===== src/rtl/rs_frame_tx.sv =====
// rs_frame_tx: wraps a fixed-length run of 32-bit payload words into a
// self-delimiting packet (sync header, length, payload, XOR checksum) and
// feeds it byte-serially to the RS232C transmitter through its start/status
// handshake. Payload words are buffered in a small FIFO.
module rs_frame_tx #(
    parameter int         FIFO_DEPTH = 4,
    parameter logic [7:0] HDR0       = 8'hA5,
    parameter logic [7:0] HDR1       = 8'h5A
) (
    input  logic        clk,
    input  logic        reset,
    input  logic        frame_kick,
    input  logic [15:0] frame_words,
    output logic        frame_done,
    output logic        busy,
    input  logic        word_valid,
    input  logic [31:0] word_data,
    output logic        word_ready,
    output logic        rs_tx_start,
    output logic [7:0]  rs_tx_data,
    input  logic        rs_tx_status
);

    localparam int AW = $clog2(FIFO_DEPTH);

    typedef enum logic [2:0] {
        ST_IDLE  = 3'd0,
        ST_LOAD  = 3'd1,
        ST_START = 3'd2,
        ST_ACK   = 3'd3,
        ST_WAIT  = 3'd4,
        ST_DONE  = 3'd5
    } state_t;

    // Picks one byte of a payload word, MSB byte first.
    function automatic logic [7:0] word_byte(input logic [31:0] w, input logic [1:0] sel);
        logic [7:0] b;
        case (sel)
            2'd0:    b = w[31:24];
            2'd1:    b = w[23:16];
            2'd2:    b = w[15:8];
            2'd3:    b = w[7:0];
            default: b = 8'h00;
        endcase
        return b;
    endfunction

    state_t          state_r;
    logic [15:0]     len_r;
    logic [17:0]     idx_r;
    logic [15:0]     wcnt_r;
    logic [7:0]      csum_r;
    logic            last_r;
    logic            busy_r;
    logic            done_r;
    logic            start_r;
    logic [7:0]      data_r;

    logic [31:0]     mem_r [FIFO_DEPTH];
    logic [AW-1:0]   wptr_r;
    logic [AW-1:0]   rptr_r;
    logic [AW:0]     cnt_r;

    logic [17:0]     pay_end_s;
    logic            in_payload_s;
    logic            is_csum_s;
    logic            fifo_empty_s;
    logic            fifo_full_s;
    logic            push_s;
    logic            pop_s;
    logic            load_ok_s;
    logic [7:0]      byte_s;

    // Packet position decode; checksum byte index sits right after the payload.
    always_comb begin
        pay_end_s    = {len_r, 2'b00} + 18'd4;
        in_payload_s = (idx_r >= 18'd4) && (idx_r < pay_end_s);
        is_csum_s    = (idx_r == pay_end_s);
        fifo_empty_s = (cnt_r == '0);
        fifo_full_s  = (cnt_r == (AW+1)'(FIFO_DEPTH));
        word_ready   = busy_r & ~fifo_full_s & (wcnt_r < len_r);
        push_s       = word_valid & word_ready;
        load_ok_s    = ~(in_payload_s & fifo_empty_s);
        pop_s        = (state_r == ST_LOAD) & in_payload_s & ~fifo_empty_s & (idx_r[1:0] == 2'd3);
    end

    // Byte to load next, chosen by position within the packet.
    always_comb begin
        byte_s = 8'h00;
        if (idx_r == 18'd0) begin
            byte_s = HDR0;
        end else if (idx_r == 18'd1) begin
            byte_s = HDR1;
        end else if (idx_r == 18'd2) begin
            byte_s = len_r[15:8];
        end else if (idx_r == 18'd3) begin
            byte_s = len_r[7:0];
        end else if (in_payload_s) begin
            byte_s = word_byte(mem_r[rptr_r], idx_r[1:0]);
        end else begin
            byte_s = csum_r;
        end
    end

    // FIFO storage write; contents are only meaningful below the occupancy count.
    always_ff @(posedge clk) begin
        if (push_s) begin
            mem_r[wptr_r] <= word_data;
        end
    end

    // FIFO pointers, occupancy and the accepted-word counter.
    always_ff @(posedge clk) begin
        if (reset) begin
            wptr_r <= '0;
            rptr_r <= '0;
            cnt_r  <= '0;
            wcnt_r <= 16'd0;
        end else begin
            if (push_s) begin
                wptr_r <= wptr_r + AW'(1);
            end
            if (pop_s) begin
                rptr_r <= rptr_r + AW'(1);
            end
            case ({push_s, pop_s})
                2'b10:   cnt_r <= cnt_r + (AW+1)'(1);
                2'b01:   cnt_r <= cnt_r - (AW+1)'(1);
                default: cnt_r <= cnt_r;
            endcase
            if ((state_r == ST_IDLE) && frame_kick) begin
                wcnt_r <= 16'd0;
            end else if (push_s) begin
                wcnt_r <= wcnt_r + 16'd1;
            end
        end
    end

    // Frame sequencer with registered handshake and status outputs.
    always_ff @(posedge clk) begin
        if (reset) begin
            state_r <= ST_IDLE;
            len_r   <= 16'd0;
            idx_r   <= 18'd0;
            csum_r  <= 8'h00;
            last_r  <= 1'b0;
            busy_r  <= 1'b0;
            done_r  <= 1'b0;
            start_r <= 1'b0;
            data_r  <= 8'h00;
        end else begin
            case (state_r)
                ST_IDLE: begin
                    if (frame_kick) begin
                        len_r   <= frame_words;
                        idx_r   <= 18'd0;
                        csum_r  <= 8'h00;
                        last_r  <= 1'b0;
                        busy_r  <= 1'b1;
                        state_r <= ST_LOAD;
                    end
                end
                ST_LOAD: begin
                    if (load_ok_s) begin
                        data_r  <= byte_s;
                        start_r <= 1'b1;
                        idx_r   <= idx_r + 18'd1;
                        last_r  <= is_csum_s;
                        if ((idx_r >= 18'd2) && !is_csum_s) begin
                            csum_r <= csum_r ^ byte_s;
                        end
                        state_r <= ST_START;
                    end
                end
                ST_START: begin
                    start_r <= 1'b0;
                    state_r <= ST_ACK;
                end
                ST_ACK: begin
                    if (rs_tx_status) begin
                        state_r <= ST_WAIT;
                    end
                end
                ST_WAIT: begin
                    if (!rs_tx_status) begin
                        if (last_r) begin
                            done_r  <= 1'b1;
                            state_r <= ST_DONE;
                        end else begin
                            state_r <= ST_LOAD;
                        end
                    end
                end
                ST_DONE: begin
                    done_r  <= 1'b0;
                    busy_r  <= 1'b0;
                    state_r <= ST_IDLE;
                end
                default: begin
                    state_r <= ST_IDLE;
                    busy_r  <= 1'b0;
                    done_r  <= 1'b0;
                    start_r <= 1'b0;
                end
            endcase
        end
    end

    assign frame_done  = done_r;
    assign busy        = busy_r;
    assign rs_tx_start = start_r;
    assign rs_tx_data  = data_r;

endmodule

===== config.mk =====
export PLATFORM = sky130hd
export DESIGN_NAME = rs_frame_tx
export DESIGN_NICKNAME = d
export VERILOG_FILES = /design/src/rtl/rs_frame_tx.sv
export SDC_FILE = /design/constraint.sdc
export NUM_CORES = 1
export LEC_CHECK = 0
export BUFFER_PORTS_ARGS = -buffer_cell sky130_fd_sc_hd__buf_2
export CAP_MARGIN = 20
export CORE_MARGIN = 2
export CORE_UTILIZATION = 35
export CTS_BUF_LIST = sky130_fd_sc_hd__clkbuf_2 sky130_fd_sc_hd__clkbuf_4 sky130_fd_sc_hd__clkbuf_8
export DETAILED_ROUTE_END_ITERATION = 10
export GPL_TIMING_DRIVEN = 0
export PLACE_DENSITY = 0.63
export SETUP_SLACK_MARGIN = 0.02
export SLEW_MARGIN = 5
export SYNTH_ARGS = -nofsm -noshare
export SYNTH_HDL_FRONTEND = slang
export SYNTH_SLANG_ARGS = --single-unit

===== constraint.sdc =====
create_clock -name clk -period 6.4 [get_ports clk]
set_input_delay 0.32 -clock clk [delete_from_list [all_inputs] [get_ports clk]]
set_output_delay 0.32 -clock clk [all_outputs]
set_load 0.02 [all_outputs]

==> results.cfg <==
[synthesis]
synth_enable_flop_cells = 128
synthArstFlopShare_pct = 0
ys_warn_count = 0
syn_nets = 986
synth_cells = 889
synth_cell_type_count = 66
ys_seq_area_share_pct = 55.4
ys_ff_latch = 210
syn_avg_cell_area_um2 = 11.1
syn-cell-area_mm2 = 0.00989
synth_flop_cell = edfxtp_1

[layout]
syn_to_final_growth_pct = 19.2
instances_no_fill = 1427
num-nets-final = 1120
final_common_cell = edfxtp_1
num_antenna_cells = 0
drive_gt1_share_pct = 15.5
final_cell_mix = edfxtp_1, dfxtp_1, nand2_1, a21oi_1, buf_2

[worst_setup_path]
path_depth = 18
rr_endpoint = cnt_r[2]$_SDFFE_PP0P_
cp-endpoint = cnt_r[2]$_SDFFE_PP0P_
cp_top_family = simple AND/OR/NAND/NOR gates
critPathLaunch = len_r[3]$_SDFFE_PP0P_
worstSetupEndpointType = register
critPathArrivalTime_ns = 5.58
critPathKind = register to register
slowest_stage = nor4_1
cp-start-kind = register
path_buf_inv = 2
cp_cell_sequence = inv_1, nor4_1, and4_1, nand2_1, or2_2, xnor2_1, ha_1, a211oi_1, nor2_1, a2111o_1, nor3_2, and3_1, ha_1, inv_1, fa_1, xor2_1, or3_1, a21oi_1
rr_startpoint = len_r[3]$_SDFFE_PP0P_
reg2reg_depth = 18
slowest_delay_ns = 0.53
required_ns = 6.86
crit_path_max_fanout = 8
regToRegSetupSlack_ns = 1.29

[global_routing]
grt_max_degree = 32
grt_use_total_pct = 16.9
grt_pass1_wl_mm = 39.0
grt-ovfl-total = 0
grt_pass1_vias = 7394
antenna_found_initial = 0

[routing]
drc = 0
wl_per_cell_um = 17.3
ant_nets = 0
drtIter0Drc = 517
wirelength_mm = 24.7
num_vias = 7432
viasPerCell = 5.21
dr.pass1.iters = 5

[floorplan]
num_rows = 61
start_util_pct = 35.6
die_h_um = 172
core-area_mm2 = 0.0278
die-area_mm2 = 0.0296
die_x_um = 172
io_pins = 65

[sta]
tns_ns = 0
period_needed_ns = 5.11
hold_viol_final = 0
tightest_slew_ns = 0.790
rsz0062_at_grt = false
setup_ws_ns = 1.29
maxSlewViolCount = 0
fmax_mhz = 196
skew_ns = 0.0295
slew_headroom_pct = 47.3
finalSetupViolCount = 0
period_share_pct = 79.9

[power]
p_int_mw = 2.29
switching_power_mw = 0.780
seqPwrFrac_pct = 48.9
comb_power_share_pct = 10.2
p_clk_share_pct = 40.9
sw_frac_of_total_pct = 25.4
p_total_mw = 3.07
p_per_area_mw_per_mm2 = 261
p_leak_nw = 4.03
peakVddDrop_mv = 0.174

[placement]
dp.cells = 1335
dp_hpwl_mm = 17.5
io_buffers = 64
pre_cts_ws_ns = 1.39
gp_congestion = 0.923

[clocking]
cts_post_setup_buffers_inserted = 0
cts-root-buf = clkbuf_8
cts_sinks = 210
cts_buffers = 36
tritoncts = done
htreeDepth = 2
cts_buffer_depth = 3
clkTransAtPathRegs_ns = 0.06
clock_latency_ns = 0.54

[flow_run]
maxCapViolCount = 0

[worst_hold_path]
hp-class = input port to register
hold_depth = 3

[run_status]
run_status = completed
## cells in the mapped netlist, types with 2 or more instances
cell         n  area, um^2
a211o_1      2        17.5
a211oi_1    10        75.1
a21boi_0     2        15.0
a21o_1       7        52.6
a21oi_1     75         375
a221oi_1     3        26.3
a22oi_1      4        30.0
a2bb2oi_1    4        35.0
a311oi_1     4        35.0
a31oi_1      6        37.5
a32oi_1      2        17.5
and2_1       8        50.1
and3_1       4        25.0
and4_1       3        26.3
buf_1        5        18.8
buf_2        9        45.0
clkbuf_1    23        86.3
dfxtp_1     82        1640
edfxtp_1   128        3840
ha_1        43         538
inv_1       37         139
mux2i_1     30         300
mux4_2      12         270
nand2_1     81         304
nand2b_1    10        62.6
nand3_1     29         145
nand3b_1     2        15.0
nand4_1     16         100
nor2_1      70         263
nor3_1      13        65.1
nor4_1      13        81.3
o211a_1      2        20.0
o211ai_1     3        22.5
o21a_1       6        45.0
o21ai_0     31         155
o221ai_1     2        17.5
o22ai_1     17         106
o2bb2ai_1    5        43.8
o32a_1       4        40.0
o41ai_1      2        17.5
or2_2        3        18.8
or3_1       22         138
xnor2_1     24         210
xor2_1       9        78.8
## worst register-to-register path, delay by kind of cell, from the launching register on
kind / cells / cell delay, ns
buffers and inverters: 2 / 0.20
adders and majority gates: 3 / 0.87
and+or+nand+nor: 8 / 2.45
AOI/OAI and AO/OA: 3 / 0.80
DFF: 1 / 0.45
xor gates and xnor gates: 2 / 0.29
## registers in the layout, summed over array words and instances, names as in the netlist, named ones only
register,count
mem_r,128
idx_r,18
len_r,16
wcnt_r,16
csum_r,8
rs_tx_data,8
cnt_r,3
state_r,3
rptr_r,2
wptr_r,2
busy,1
frame_done,1
last_r,1
rs_tx_start,1
## stage by stage
step | hold WS [ns] | area, um^2 | utilization [%]
2_1_floorplan | 0.419 | 9890 | -
3_3_place_gp | 0.445 | 10700 | 38.5
3_5_place_dp | 0.451 | 10800 | 38.8
4_1_cts | 0.00209 | 11800 | 42.4
5_1_grt | 0.0148 | 11800 | 42.4
6_report | 0.0260 | 11800 | 42.4
## kinds of logic (layout without fill, tap and decap cells)
logic type / Yosys count / count (layout) / synth area share, %
multiplexers: 43 / 43 / 5.88
flip-flops: 210 / 210 / 55.4
AND/OR/NAND/NOR: 283 / 283 / 13.9
buffers and inverters: 75 / 235 / 3.03
XOR/XNOR: 33 / 33 / 2.92
adder cells (fa/ha/maj): 44 / 44 / 5.64
AO/OA/AOI/OAI: 201 / 201 / 13.2
## routing by layer
metal / track usage [%] / up-vias / part of all wire, %
met1: 22.2 / 3575 / 45
met4: 6.54 / 0 / 3.1
li1: - / 3611 / -
met5: 0 / - / 0
met3: 3.02 / 53 / 5.1
met2: 28.0 / 193 / 47
## repair_timing
| item | CTS | global route |
|---|---|---|
| resized for setup | 0 | 0 |
| endpoints found under the hold margin | 108 | 0 |
| hold buffers | 28 | 0 |
## power groups by stage
stage | clock network (mW) | registers [mW] | logic [mW]
floorplan | 0 | 1.53 | 0.188
global placement | 0 | 1.53 | 0.291
detailed placement | 0 | 1.53 | 0.299
CTS | 1.28 | 1.50 | 0.314
global route | 1.34 | 1.51 | 0.349
finish | 1.26 | 1.50 | 0.314
## worst min path at each step
stage,start,end,slack [ns]
6_report,frame_words[14],len_r[14]$_SDFFE_PP0P_,0.03
5_1_grt,word_data[12],mem_r[0][12]$_DFFE_PP_,0.01
4_1_cts,word_data[23],mem_r[0][23]$_DFFE_PP_,0.002
3_5_place_dp,rs_tx_data[3]$_SDFFE_PP0P_,rs_tx_data[3]$_SDFFE_PP0P_,0.45
3_3_place_gp,rs_tx_data[6]$_SDFFE_PP0P_,rs_tx_data[6]$_SDFFE_PP0P_,0.45
2_1_floorplan,word_data[0],mem_r[0][0]$_DFFE_PP_,0.42
## cell type report
cell class / count / area [um^2]
plain buffers: 38 / 161
clock buffers: 50 / 613
clock inverters: 14 / 124
fillers: 2688 / 16000
inverters: 37 / 139
multi-input cells: 604 / 4110
flip-flops and latches: 210 / 5490
well taps: 378 / 473
repair buffers: 96 / 681
Note: power is estimated with default switching activity, not from simulation.
